## src/rtl/pattern_detector_param_pkg.sv

```systemverilog
// Shared types and sizing helpers for the programmable serial pattern detector.
package pd_pkg;

    typedef enum logic [1:0] {
        PD_IDLE = 2'd0,
        PD_FILL = 2'd1,
        PD_RUN  = 2'd2
    } pd_state_t;

    localparam int PD_PAT_W_DEFAULT  = 8;
    localparam int PD_FILL_W_DEFAULT = $clog2(PD_PAT_W_DEFAULT + 1);

    // Fill counter must represent 0..pat_w inclusive.
    function automatic int pd_fill_width(input int pat_w);
        return $clog2(pat_w + 1);
    endfunction

endpackage

```

## src/rtl/pattern_detector_param_if.sv

```systemverilog
// Control, configuration, serial data and result signals of the pattern detector.
interface pattern_detector_param_if #(
    parameter int PAT_W = 8,
    parameter int CNT_W = 16
);
    logic             enable;
    logic             overlap_en;
    logic             cfg_load;
    logic [PAT_W-1:0] cfg_pattern;
    logic [PAT_W-1:0] cfg_mask;
    logic             data_valid;
    logic             data_in;
    logic             cnt_clr;
    logic             detected;
    logic             armed;
    logic [CNT_W-1:0] match_count;

    modport master (
        output enable, overlap_en, cfg_load, cfg_pattern, cfg_mask,
        output data_valid, data_in, cnt_clr,
        input  detected, armed, match_count
    );

    modport slave (
        input  enable, overlap_en, cfg_load, cfg_pattern, cfg_mask,
        input  data_valid, data_in, cnt_clr,
        output detected, armed, match_count
    );
endinterface

```

## src/rtl/pattern_detector_param_match_counter.sv

```systemverilog
// Saturating match counter; clear wins over a simultaneous increment.
module pd_match_counter #(
    parameter int CNT_W = 16
) (
    input  logic             clk,
    input  logic             rst_n,
    input  logic             inc,
    input  logic             clr,
    output logic [CNT_W-1:0] count
);

    // Count register: clear, saturating increment, else hold.
    always_ff @(posedge clk or negedge rst_n) begin
        if (!rst_n) begin
            count <= {CNT_W{1'b0}};
        end else if (clr) begin
            count <= {CNT_W{1'b0}};
        end else if (inc && (count != {CNT_W{1'b1}})) begin
            count <= count + CNT_W'(1'b1);
        end else begin
            count <= count;
        end
    end

endmodule

```

## src/rtl/pattern_detector_param.sv

```systemverilog
// Programmable masked serial pattern detector with overlap/non-overlap modes.
// Define PD_MATCH_CNT_EN to build the saturating match counter and cnt_clr.
module pattern_detector_param
    import pd_pkg::*;
#(
    parameter int PAT_W = 8,
    parameter int CNT_W = 16
) (
    input  logic                    clk,
    input  logic                    rst_n,
    pattern_detector_param_if.slave bus
);

    localparam int                FILL_W    = pd_fill_width(PAT_W);
    localparam logic [FILL_W-1:0] FILL_FULL = FILL_W'(PAT_W);

    pd_state_t         state_r;
    pd_state_t         state_s;
    logic [PAT_W-1:0]  hist_r;
    logic [PAT_W-1:0]  hist_s;
    logic [PAT_W-1:0]  hist_shift_s;
    logic [PAT_W-1:0]  pattern_r;
    logic [PAT_W-1:0]  mask_r;
    logic [FILL_W-1:0] fill_r;
    logic [FILL_W-1:0] fill_s;
    logic [FILL_W-1:0] fill_inc_s;
    logic              accept_s;
    logic              match_s;
    logic              detected_r;
    logic              armed_r;

    // Candidate window after accepting the current bit, and its compare result.
    always_comb begin
        hist_shift_s = {hist_r[PAT_W-2:0], bus.data_in};
        if (fill_r == FILL_FULL) begin
            fill_inc_s = fill_r;
        end else begin
            fill_inc_s = fill_r + FILL_W'(1'b1);
        end
        accept_s = bus.enable & bus.data_valid & ~bus.cfg_load;
        match_s  = accept_s && (fill_inc_s == FILL_FULL) &&
                   (((hist_shift_s ^ pattern_r) & mask_r) == {PAT_W{1'b0}});
    end

    // Next-state logic: disable and reload both flush the window.
    always_comb begin
        state_s = state_r;
        hist_s  = hist_r;
        fill_s  = fill_r;
        if (!bus.enable) begin
            state_s = PD_IDLE;
            hist_s  = {PAT_W{1'b0}};
            fill_s  = {FILL_W{1'b0}};
        end else if (bus.cfg_load) begin
            state_s = PD_FILL;
            hist_s  = {PAT_W{1'b0}};
            fill_s  = {FILL_W{1'b0}};
        end else begin
            case (state_r)
                PD_IDLE: state_s = PD_FILL;
                PD_FILL: state_s = PD_FILL;
                PD_RUN:  state_s = PD_RUN;
                default: begin
                    state_s = PD_FILL;
                    hist_s  = {PAT_W{1'b0}};
                    fill_s  = {FILL_W{1'b0}};
                end
            endcase
            if (accept_s) begin
                hist_s = hist_shift_s;
                fill_s = fill_inc_s;
                if (match_s && !bus.overlap_en) begin
                    state_s = PD_FILL;
                    hist_s  = {PAT_W{1'b0}};
                    fill_s  = {FILL_W{1'b0}};
                end else if (fill_inc_s == FILL_FULL) begin
                    state_s = PD_RUN;
                end else begin
                    state_s = PD_FILL;
                end
            end else begin
                hist_s = hist_s;
            end
        end
    end

    // FSM, window and registered outputs.
    always_ff @(posedge clk or negedge rst_n) begin
        if (!rst_n) begin
            state_r    <= PD_IDLE;
            hist_r     <= {PAT_W{1'b0}};
            fill_r     <= {FILL_W{1'b0}};
            detected_r <= 1'b0;
            armed_r    <= 1'b0;
        end else begin
            state_r    <= state_s;
            hist_r     <= hist_s;
            fill_r     <= fill_s;
            detected_r <= match_s;
            armed_r    <= (state_s == PD_RUN);
        end
    end

    // Pattern/mask capture happens even while disabled.
    always_ff @(posedge clk or negedge rst_n) begin
        if (!rst_n) begin
            pattern_r <= {PAT_W{1'b0}};
            mask_r    <= {PAT_W{1'b1}};
        end else if (bus.cfg_load) begin
            pattern_r <= bus.cfg_pattern;
            mask_r    <= bus.cfg_mask;
        end else begin
            pattern_r <= pattern_r;
            mask_r    <= mask_r;
        end
    end

    assign bus.detected = detected_r;
    assign bus.armed    = armed_r;

`ifdef PD_MATCH_CNT_EN
    logic [CNT_W-1:0] count_s;

    pd_match_counter #(.CNT_W(CNT_W)) u_match_counter (
        .clk   (clk),
        .rst_n (rst_n),
        .inc   (match_s),
        .clr   (bus.cnt_clr),
        .count (count_s)
    );

    assign bus.match_count = count_s;
`else
    logic unused_cnt_clr_s;
    assign unused_cnt_clr_s = bus.cnt_clr;
    assign bus.match_count  = {CNT_W{1'b0}};
`endif

endmodule

```

## src/flat_wrapper.sv

```systemverilog
// flat-port wrapper written by rule: the top's interface ports become plain ports
module pattern_detector_param_flat import pd_pkg::*;
#(
    parameter int PAT_W = 8,
    parameter int CNT_W = 16
)
  (clk, rst_n, bus_enable, bus_overlap_en, bus_cfg_load, bus_cfg_pattern, bus_cfg_mask, bus_data_valid, bus_data_in, bus_cnt_clr, bus_detected, bus_armed, bus_match_count);
  pattern_detector_param_if #(.PAT_W(PAT_W), .CNT_W(CNT_W)) bus_i ();
  input  logic clk;
  input  logic rst_n;
  input wire logic [$bits(bus_i.enable)-1:0] bus_enable;
  input wire logic [$bits(bus_i.overlap_en)-1:0] bus_overlap_en;
  input wire logic [$bits(bus_i.cfg_load)-1:0] bus_cfg_load;
  input wire logic [$bits(bus_i.cfg_pattern)-1:0] bus_cfg_pattern;
  input wire logic [$bits(bus_i.cfg_mask)-1:0] bus_cfg_mask;
  input wire logic [$bits(bus_i.data_valid)-1:0] bus_data_valid;
  input wire logic [$bits(bus_i.data_in)-1:0] bus_data_in;
  input wire logic [$bits(bus_i.cnt_clr)-1:0] bus_cnt_clr;
  output wire logic [$bits(bus_i.detected)-1:0] bus_detected;
  output wire logic [$bits(bus_i.armed)-1:0] bus_armed;
  output wire logic [$bits(bus_i.match_count)-1:0] bus_match_count;
  assign bus_i.enable = bus_enable;
  assign bus_i.overlap_en = bus_overlap_en;
  assign bus_i.cfg_load = bus_cfg_load;
  assign bus_i.cfg_pattern = bus_cfg_pattern;
  assign bus_i.cfg_mask = bus_cfg_mask;
  assign bus_i.data_valid = bus_data_valid;
  assign bus_i.data_in = bus_data_in;
  assign bus_i.cnt_clr = bus_cnt_clr;
  assign bus_detected = bus_i.detected;
  assign bus_armed = bus_i.armed;
  assign bus_match_count = bus_i.match_count;
  pattern_detector_param #(.PAT_W(PAT_W), .CNT_W(CNT_W)) u_core (.clk(clk), .rst_n(rst_n), .bus(bus_i));
endmodule
```

## config.mk

```make
export PLATFORM = sky130hd
export DESIGN_NAME = pattern_detector_param_flat
export DESIGN_NICKNAME = d
export VERILOG_FILES = /design/src/rtl/pattern_detector_param_pkg.sv /design/src/rtl/pattern_detector_param_if.sv /design/src/rtl/pattern_detector_param_match_counter.sv /design/src/rtl/pattern_detector_param.sv /design/src/flat_wrapper.sv
export SDC_FILE = /design/constraint.sdc
export NUM_CORES = 1
export LEC_CHECK = 0
export ABC_AREA = 1
export CORE_MARGIN = 10
export CORE_UTILIZATION = 25
export CTS_BUF_LIST = sky130_fd_sc_hd__clkbuf_2 sky130_fd_sc_hd__clkbuf_4 sky130_fd_sc_hd__clkbuf_8
export DETAILED_ROUTE_END_ITERATION = 6
export PLACE_DENSITY = 0.58
export SETUP_SLACK_MARGIN = 0.05
export SLEW_MARGIN = 20
export SYNTH_ARGS = -nofsm -noshare
export SYNTH_HDL_FRONTEND = slang
export SYNTH_SLANG_ARGS = --single-unit
```

## constraint.sdc

```tcl
create_clock -name clk -period 3.57 [get_ports clk]
set_input_delay 0.714 -clock clk [delete_from_list [all_inputs] [get_ports clk]]
set_output_delay 0.714 -clock clk [all_outputs]
set_load 0.05 [all_outputs]
```

== After elaboration in Yosys (flattened, before gate mapping) ==
Cells that the tools add are included.

* $add $sub $neg: 1
* Eq/ne operators: 6
* Mux-type cells: 17
* Bitwise logic cells: 5
* Reduce and logical (&&, ||, !) cells: 7

{| class="wikitable"
|+ Operator list
! kind !! number
|-
| 7-bit 2-to-1 mux || 5
|-
| 4-bit 2-to-1 mux || 6
|-
| 2-bit 2-to-1 mux || 6
|-
| 8-bit bitwise AND || 1
|-
| 4-bit equality test (second input constant) || 2
|-
| 8-bit zero test || 1
|-
| 8-bit XOR || 1
|-
| 4-bit by 1-bit adder with 4-bit output (second input constant) || 1
|-
| 2-bit equality test (second input constant) || 2
|-
| 4-bit by 2-bit inequality test with 1-bit output (second input constant) || 1
|-
| 1-bit logical AND || 3
|-
| 3-bit OR reduction || 1
|-
| 1-bit bitwise AND || 2
|-
| 2-bit by 1-bit equality test with 1-bit output (second input constant) || 1
|-
| 2-bit zero test || 1
|-
| 1-bit zero test || 1
|-
| 1-bit inverter || 1
|}

* Register bits after elaboration: 31
* Input port bits: 24
* Output and inout bits: 18
* Logic and storage cells: 43

== Logic depth before layout (Yosys ltp) ==
Gate-level depths: netlist of run 1.

* Depth in word-level cells: 11
* Depth in mapped cells: 11
* Depth with buffers taken out: 11

== Worst setup path before layout of run 1 ==
Ideal clock, no wire load.

* Path kind: input -> register
* From: input port bus_cfg_load
* To: register u_core.hist_r[0]
* Library setup time: 130 ps
* Data arrival time: 1,522 ps
* Data required time: 3,440 ps
* Slack: 1,918 ps
* Cell stages on the path: 9
* Path buffers: 1
* Path through: buf_6 nor2_4 nand2_4 nor2_4 nand2_2 nor2_4 nand2_2 nand3_1 o21ai_1

* Longest elaborated chain between the ends: 9
* Elaborated cells between the ends (all ways): 10
* Those cells by class: 1 x eq/ne; 4 x mux; 2 x bitwise; 3 x reduce/logical

{| class="wikitable"
|+ RTL lines
! element !! line !! source
|-
| start, declared || flat_wrapper.sv:13 || <nowiki>input wire logic [$bits(bus_i.cfg_load)-1:0] bus_cfg_load;</nowiki>
|-
| 1-bit inverter || pattern_detector_param.sv:40 || <nowiki>accept_s = bus.enable & bus.data_valid & ~bus.cfg_load;</nowiki>
|-
| 1-bit bitwise AND || pattern_detector_param.sv:40 ||
|-
| 1-bit logical AND (2 in series) || pattern_detector_param.sv:41 || <nowiki>match_s = accept_s && (fill_inc_s == FILL_FULL) &&</nowiki>
|-
| net u_core.match_s || pattern_detector_param.sv:28 || <nowiki>logic match_s;</nowiki>
|-
| 1-bit logical AND || pattern_detector_param.sv:72 || <nowiki>if (match_s && !bus.overlap_en) begin</nowiki>
|-
| 7-bit 2-to-1 mux || pattern_detector_param.sv:72 ||
|-
| 7-bit 2-to-1 mux || pattern_detector_param.sv:69 || <nowiki>if (accept_s) begin</nowiki>
|-
| 7-bit 2-to-1 mux || pattern_detector_param.sv:54 || <nowiki>end else if (bus.cfg_load) begin</nowiki>
|-
| 7-bit 2-to-1 mux || pattern_detector_param.sv:50 || <nowiki>if (!bus.enable) begin</nowiki>
|-
| end signal, assigned || pattern_detector_param.sv:91 || <nowiki>hist_r <= {PAT_W{1'b0}};</nowiki>
|-
| end signal, assigned || pattern_detector_param.sv:97 || <nowiki>hist_r <= hist_s;</nowiki>
|-
| end, declared || pattern_detector_param.sv:19 || <nowiki>logic [PAT_W-1:0] hist_r;</nowiki>
|}

The timed path passes the listed nets, and every way through them passes these cells.
A chain may end at the register's enable or synchronous reset.

== Worst setup path after layout of run 1 ==
* From: input port bus_cfg_load
* To: register u_core.hist_r[6]

Same word-level chain as after synthesis.

==> run metrics, run 1 <==
status finished clean; CORE AREA 6310 um2; crit share post-route 64.2%; Starting Density 25.5%; largest family of logic cells by synthesized area simple AND/OR/NAND/NOR gates; Most Crowded Layer GR met2; Fillers 699; met3 Use GR 2.75%; clock buffer depth 2; critical path class in2reg; Post-Syn Instances 201; # clock sinks 31; placed insts 299; Non-Filler Instances 307; leak pwr 0.931 nW; CP peak stage delay 0.73 ns; drt initial violations 41; GP Congestion 0.741; Setup violations, final 0; clock transition at the registers of the reported paths 0.06 ns; Slew Limit Fails 0; synth warn 0; CP Capture Type register; clock root buffer clkbuf_8; Distinct cells, synth 24; CTS tree yes; f_max 436 MHz; largest net degree at the start of global routing 32; Vias/cell 4.06; Avg Cell Area, Syn 8.01 um2; Synth Register Bits 31; initial antenna violation count 0; Antenna Cells 0; share of cells above drive strength 1 11.3%; worst path cell trace clkdlybuf4s50_1, nor2_4, nand2_4, nor2_4, nand2_2, nor2_4, nand2_2, nand3_1, o21ai_1; slowest CP cell clkdlybuf4s50_1; unrepaired setup endpoints after global routing no; CTS resizes 0; synthesized area 1610 um2; worst endpoint data arrival time 2.43 ns; XOR/XNOR Fraction of Synth Area 0%; max_slew headroom 58.3%; CP Max Fanout 15; Finished Cell Area 1970 um2; HPWL after detailed placement 2610 um; placed cell areas 1880 um2; Fin Clk Skew 0.00916 ns; worst-margin pin slew 0.624 ns; DRC Markers 0; antenna-violating nets left 0; startpoint types input pin; VDD IR-drop max 161 uV; Pwr Density 401 nW/um2; sequential-to-total area share from yosys stat 48.8%; First-pass DRT Iterations 4; GR Util All Layers 7.25%; gr ovfl total 0; I/O pin cnt 42; post-synthesis mux area share 0%; complex-gate fraction of the synthesized area 7.07%; H-tree depth 2; TritonCTS Buffers 5; Post-Synth Simple-Gate Area 27.4%; Post-Synth Adder-Cell Area 1.55%; final setup TNS 0 ns; met1 Resource Use GR 8.41%; Core Rows 29; fin crit period 2.29 ns; WP data required 3.71 ns; Post-CTS Hold Fix Bufs 0; first-pass GRT wire length 5900 um; worst skew pair latency 0.28 ns; PortBufs 24; Die Width 100 um; vias 1246; final hold vios 0; Die H 100 um; CP most frequent cell nor2_4; # Post-CTS Setup Buffers 0; R2R setup slack 1.85 ns; Layout area overhead 22.1%; DR WL/cell 11.1 um; WL final 3420 um; vias in the first global route 1289; hold slack 0.464 ns; met2 Use GR 11.9%; total of max-cap violations 0; nets@finish 255; die area 10100 um2; min-delay worst type reg2reg
registers in the layout, summed over array words and instances (netlist names):
register / flops
u_core.bus.armed: 1
u_core.pattern_r: 8
u_core.fill_r: 4
u_core.mask_r: 8
u_core.hist_r: 7
u_core.bus.detected: 1
u_core.state_r: 2
cells in the mapped netlist, drive strengths merged:
master | instances | area [um2]
dfrtp | 23 | 576
o21bai | 1 | 7.51
nand3 | 19 | 95.1
nor2 | 8 | 55.1
inv | 24 | 90.1
conb | 1 | 3.75
nand2 | 69 | 272
ha | 2 | 25.0
clkinv | 2 | 7.51
o22ai | 1 | 6.26
o21ai | 18 | 90.1
dfstp | 8 | 210
clkbuf | 3 | 11.3
nand3b | 1 | 7.51
a21oi | 2 | 10.0
buf | 17 | 131
nand4 | 2 | 12.5
cells in the final DEF (no fill, tap or decap):
master | netlist | layout
o22ai_1 | 1 | 1
dfrtp_1 | 23 | 23
inv_1 | 23 | 23
clkbuf_4 | 0 | 3
nand2_2 | 2 | 2
conb_1 | 1 | 16
nor2_4 | 3 | 3
dfstp_2 | 8 | 8
o21bai_1 | 1 | 1
clkbuf_8 | 0 | 5
nand2_4 | 1 | 1
nand3_1 | 19 | 19
nand2_1 | 66 | 66
ha_1 | 2 | 2
clkinv_1 | 2 | 2
a21oi_1 | 2 | 2
o21ai_0 | 10 | 10
nand3b_1 | 1 | 1
nor2_2 | 1 | 1
nand4_1 | 2 | 2
clkdlybuf4s50_1 | 0 | 24
o21ai_1 | 8 | 8
nor2_1 | 4 | 4
inv_2 | 1 | 1
buf_4 | 16 | 2
path summary, 6_finish.rpt:
kind | startpoint | endpoint | cells past startpoint
worst max-delay path | bus_cfg_load | u_core.hist_r[6] | 9
max in group asynchronous | rst_n | u_core.mask_r[5] | 2
worst min register to register | u_core.mask_r[0] | u_core.mask_r[0] | 2
worst max register to register | u_core.fill_r[0] | u_core.hist_r[6] | 10
worst min-delay path | u_core.mask_r[0] | u_core.mask_r[0] | 2
min in group asynchronous | rst_n | u_core.hist_r[1] | 2
power breakdown:
| group | internal (W) | switching [W] | leakage (nW) |
|---|---|---|---|
| logic | 0.0000396 | 0.0000832 | 0.494 |
| clock network | 0.000161 | 0.000120 | 0.0498 |
| registers | 0.000376 | 0.00000991 | 0.387 |
logic make-up after synthesis:
family / count (synthesis)
AO/OA/AOI/OAI: 22
buffers and inverters: 46
flip-flops: 31
other: 1
AND/OR/NAND/NOR: 99
adder cells (fa/ha/maj): 2
critical path, delay by kind of cell:
family | cells | cell delay (ns)
AND/OR/NAND/NOR | 7 | 0.91
AO/OA/AOI/OAI | 1 | 0.08
buffers and inverters | 1 | 0.73
metal layers:
layer	wire length [um]	share of wire, %
met1	1460	43
met2	1710	50
met3	200	5.9
met4	49	1.4
met5	0	0
metrics by stage:
step	util, %	power (W)	worst slack [ns]
finish	31.2	0.000789	1.28
global route	31.2	0.000838	1.09
CTS	31.2	0.000806	1.27
detailed placement	29.7	0.000516	0.990
global placement	29.7	0.000513	0.995
floorplan	-	0.000484	1.92
cell type report:
cell class	count	area, um2	share of cell area [%]
Clock buffer	8	91.3	4.64
Tap cell	77	96.3	4.90
Inverter	26	97.6	4.96
Sequential cell	31	786	39.9
Timing Repair Buffer	26	255	13.0
Multi-Input combinational cell	139	641	32.6
Power figures use the tool's default switching activity.
==> run 2, diff against run 1 <==
- clock period: 3.57 -> 2.2 ns (I/O delays scaled with it)
==> run metrics, run 2 (synthesized netlist as in run 1, its figures left out) <==
internal power 0.000972 W (+69%); FF-to-FF End u_core.hist_r[6]; clock buffer depth 2 (unchanged); placed insts 300 (+0.33%); wire length on met1 1480 um (+1.2%); Vias/cell 4.09 (+0.72%); worst-margin pin slew 0.505 ns (-0.119 ns); Antenna Cells 0 (unchanged); critical path startpoint u_core.bus.detected; slowest CP cell clkdlybuf4s50_1; CORE AREA 6310 um2 (unchanged); clock power share 37.7% (+2.1 points); leak pwr 0.941 nW (+1.1%); Non-Filler Instances 308 (+0.33%); unrepaired setup endpoints after global routing no; clock root buffer clkbuf_8; status finished clean; Die Width 100 um (unchanged); die area 10100 um2 (unchanged); final hold vios 0 (unchanged); critical path class reg2out; Fillers 699 (unchanged); First-pass DRT Iterations 3 (-1); Largest regs u_core.mask_r x8, u_core.pattern_r x8, u_core.hist_r x7; antenna-violating nets left 0 (unchanged); Finished Cell Area 1990 um2 (+1.0%); Core Rows 29 (unchanged); CP peak stage delay 0.80 ns (+0.07 ns); Pwr Density 666 nW/um2 (+66%); crit-path leading delay family buffers and inverters; GP Congestion 0.740 (-0.16%); Switch Pwr 0.000352 W (+65%); worst hold stages 2 (unchanged); commonest non-fill, non-tap cell in the layout nand2_1; H-tree depth 2 (unchanged); # clock sinks 31 (unchanged); R2R setup slack 0.51 ns (-1.34 ns); first-pass GRT wire length 5800 um (-1.6%); WP data required 1.76 ns (-1.95 ns); worst endpoint data arrival time 1.41 ns (-1.02 ns); VDD IR-drop max 227 uV (+41%); largest net degree at the start of global routing 32 (unchanged); gr ovfl total 0 (unchanged); final setup TNS 0 ns (unchanged); PortBufs 24 (unchanged); # Post-CTS Setup Buffers 0 (unchanged); startpoint types register; Slew Limit Fails 0 (unchanged); R2R cell count 11 (+1); f_max 540 MHz; WL met2 1700 um (-0.70%); drt initial violations 70 (+71%); Met3 Routed Length 192 um (-4.0%); initial antenna violation count 0 (unchanged); GR Util All Layers 7.11% (-0.14 points); final worst setup slack 0.349 ns (-0.930 ns); worst hold endpoint u_core.mask_r[3]; nets@finish 256 (+0.39%); Buf/Inv on CP 1 (unchanged); vias 1259 (+1.0%); CP Max Fanout 1 (-14); most frequent cells in the layout 66 x nand2_1, 24 x clkdlybuf4s50_1, 23 x inv_1, 23 x dfrtp_1, 19 x nand3_1; Fin Clk Skew 0.00523 ns (-0.00393 ns); CTS resizes 0 (unchanged); worst path cell trace clkdlybuf4s50_1; Post-CTS Hold Fix Bufs 0 (unchanged); CP Capture Type output port; max layer used met4; min-delay worst type reg2reg; Net Sw Frac 26.6% (-0.45 points); Setup violations, final 0 (unchanged); launching point of the worst reg2reg path u_core.fill_r[0]; worst skew pair latency 0.28 ns (about the same); total of max-cap violations 0 (unchanged); DRC Markers 0 (unchanged); vias in the first global route 1318 (+2.2%); clock transition at the registers of the reported paths 0.06 ns (about the same); placed cell areas 1880 um2 (+0.40%); logic gate share of total power 15.1% (-0.5 points); DR WL/cell 11.1 um (-0.41%); post-layout util 31.5% (+0.32 points); Layout area overhead 23.4%; share of cells above drive strength 1 11.7% (+0.38 points); max_slew headroom 66.2% (+8.0 points); I/O pin cnt 42 (unchanged); CTS tree yes; TritonCTS Buffers 5 (unchanged); crit share post-route 84.1%; HPWL after detailed placement 2590 um (-0.75%); fin crit period 1.85 ns; WL final 3420 um (about the same); pre-CTS WS 0.191 ns (-0.799 ns); sequential power share 47.2% (-1.6 points); Starting Density 25.5% (unchanged); Die H 100 um (unchanged); Hold Path Origin u_core.mask_r[3]
==> run 2: cell types whose count changed in the layout (fill, tap and decap cells not counted), sizes merged <==
cell | before | now
buf | 2 | 3
==> run 2: how the worst max path moves through the flow <==
stage	slack, ns	to	depth (start not counted)
after detailed placement	0.19	u_core.hist_r[6]	9
after floorplan	0.72	u_core.hist_r[0]	10
after global routing	0.28	u_core.hist_r[6]	10
after CTS	0.33	bus_detected	1
after global placement	0.21	u_core.hist_r[6]	9
final	0.35	bus_detected	1
==> run 2: worst reg2reg max path, cell delays in order (launching register included) <==
cell	delay [ns]
dfrtp_1	0.43
inv_1	0.11
ha_1	0.20
nand3_1	0.08
nand2_1	0.06
nand2_1	0.07
nor2_2	0.12
nand2_2	0.07
nor2_4	0.12
nand2_2	0.12
nand3_1	0.10
o21ai_1	0.08
==> run 2: layer usage <==
layer  vias to the layer above  track usage (%)
met2                        24             12.2
li1                        650                -
met1                       579             7.49
met4                         0             2.93
met3                         6             2.95
met5                         -                0
==> run 2: stage by stage <==
step | hold WS, ns | power (W)
after detailed placement | 0.457 | 0.000837
after CTS | 0.467 | 0.00134
after global placement | 0.456 | 0.000834
after floorplan | 0.144 | 0.000785
final | 0.465 | 0.00132
after global routing | 0.490 | 0.00139
==> run 2: area by class of cell <==
type,count,area [um2],share of cell area [%]
inverters,26,97.6,4.91
multi-input cells,139,641,32.2
well taps,77,96.3,4.85
repair buffers,27,263,13.2
flip-flops and latches,31,786,39.5
clock buffers,8,104,5.23
==> run 2: power groups by stage <==
stage | clock network (W) | logic [W] | registers, W
after floorplan | 0 | 0.000154 | 0.000631
after global placement | 0 | 0.000200 | 0.000634
after detailed placement | 0 | 0.000202 | 0.000635
after CTS | 0.000516 | 0.000203 | 0.000625
after global routing | 0.000543 | 0.000224 | 0.000629
final | 0.000499 | 0.000200 | 0.000625
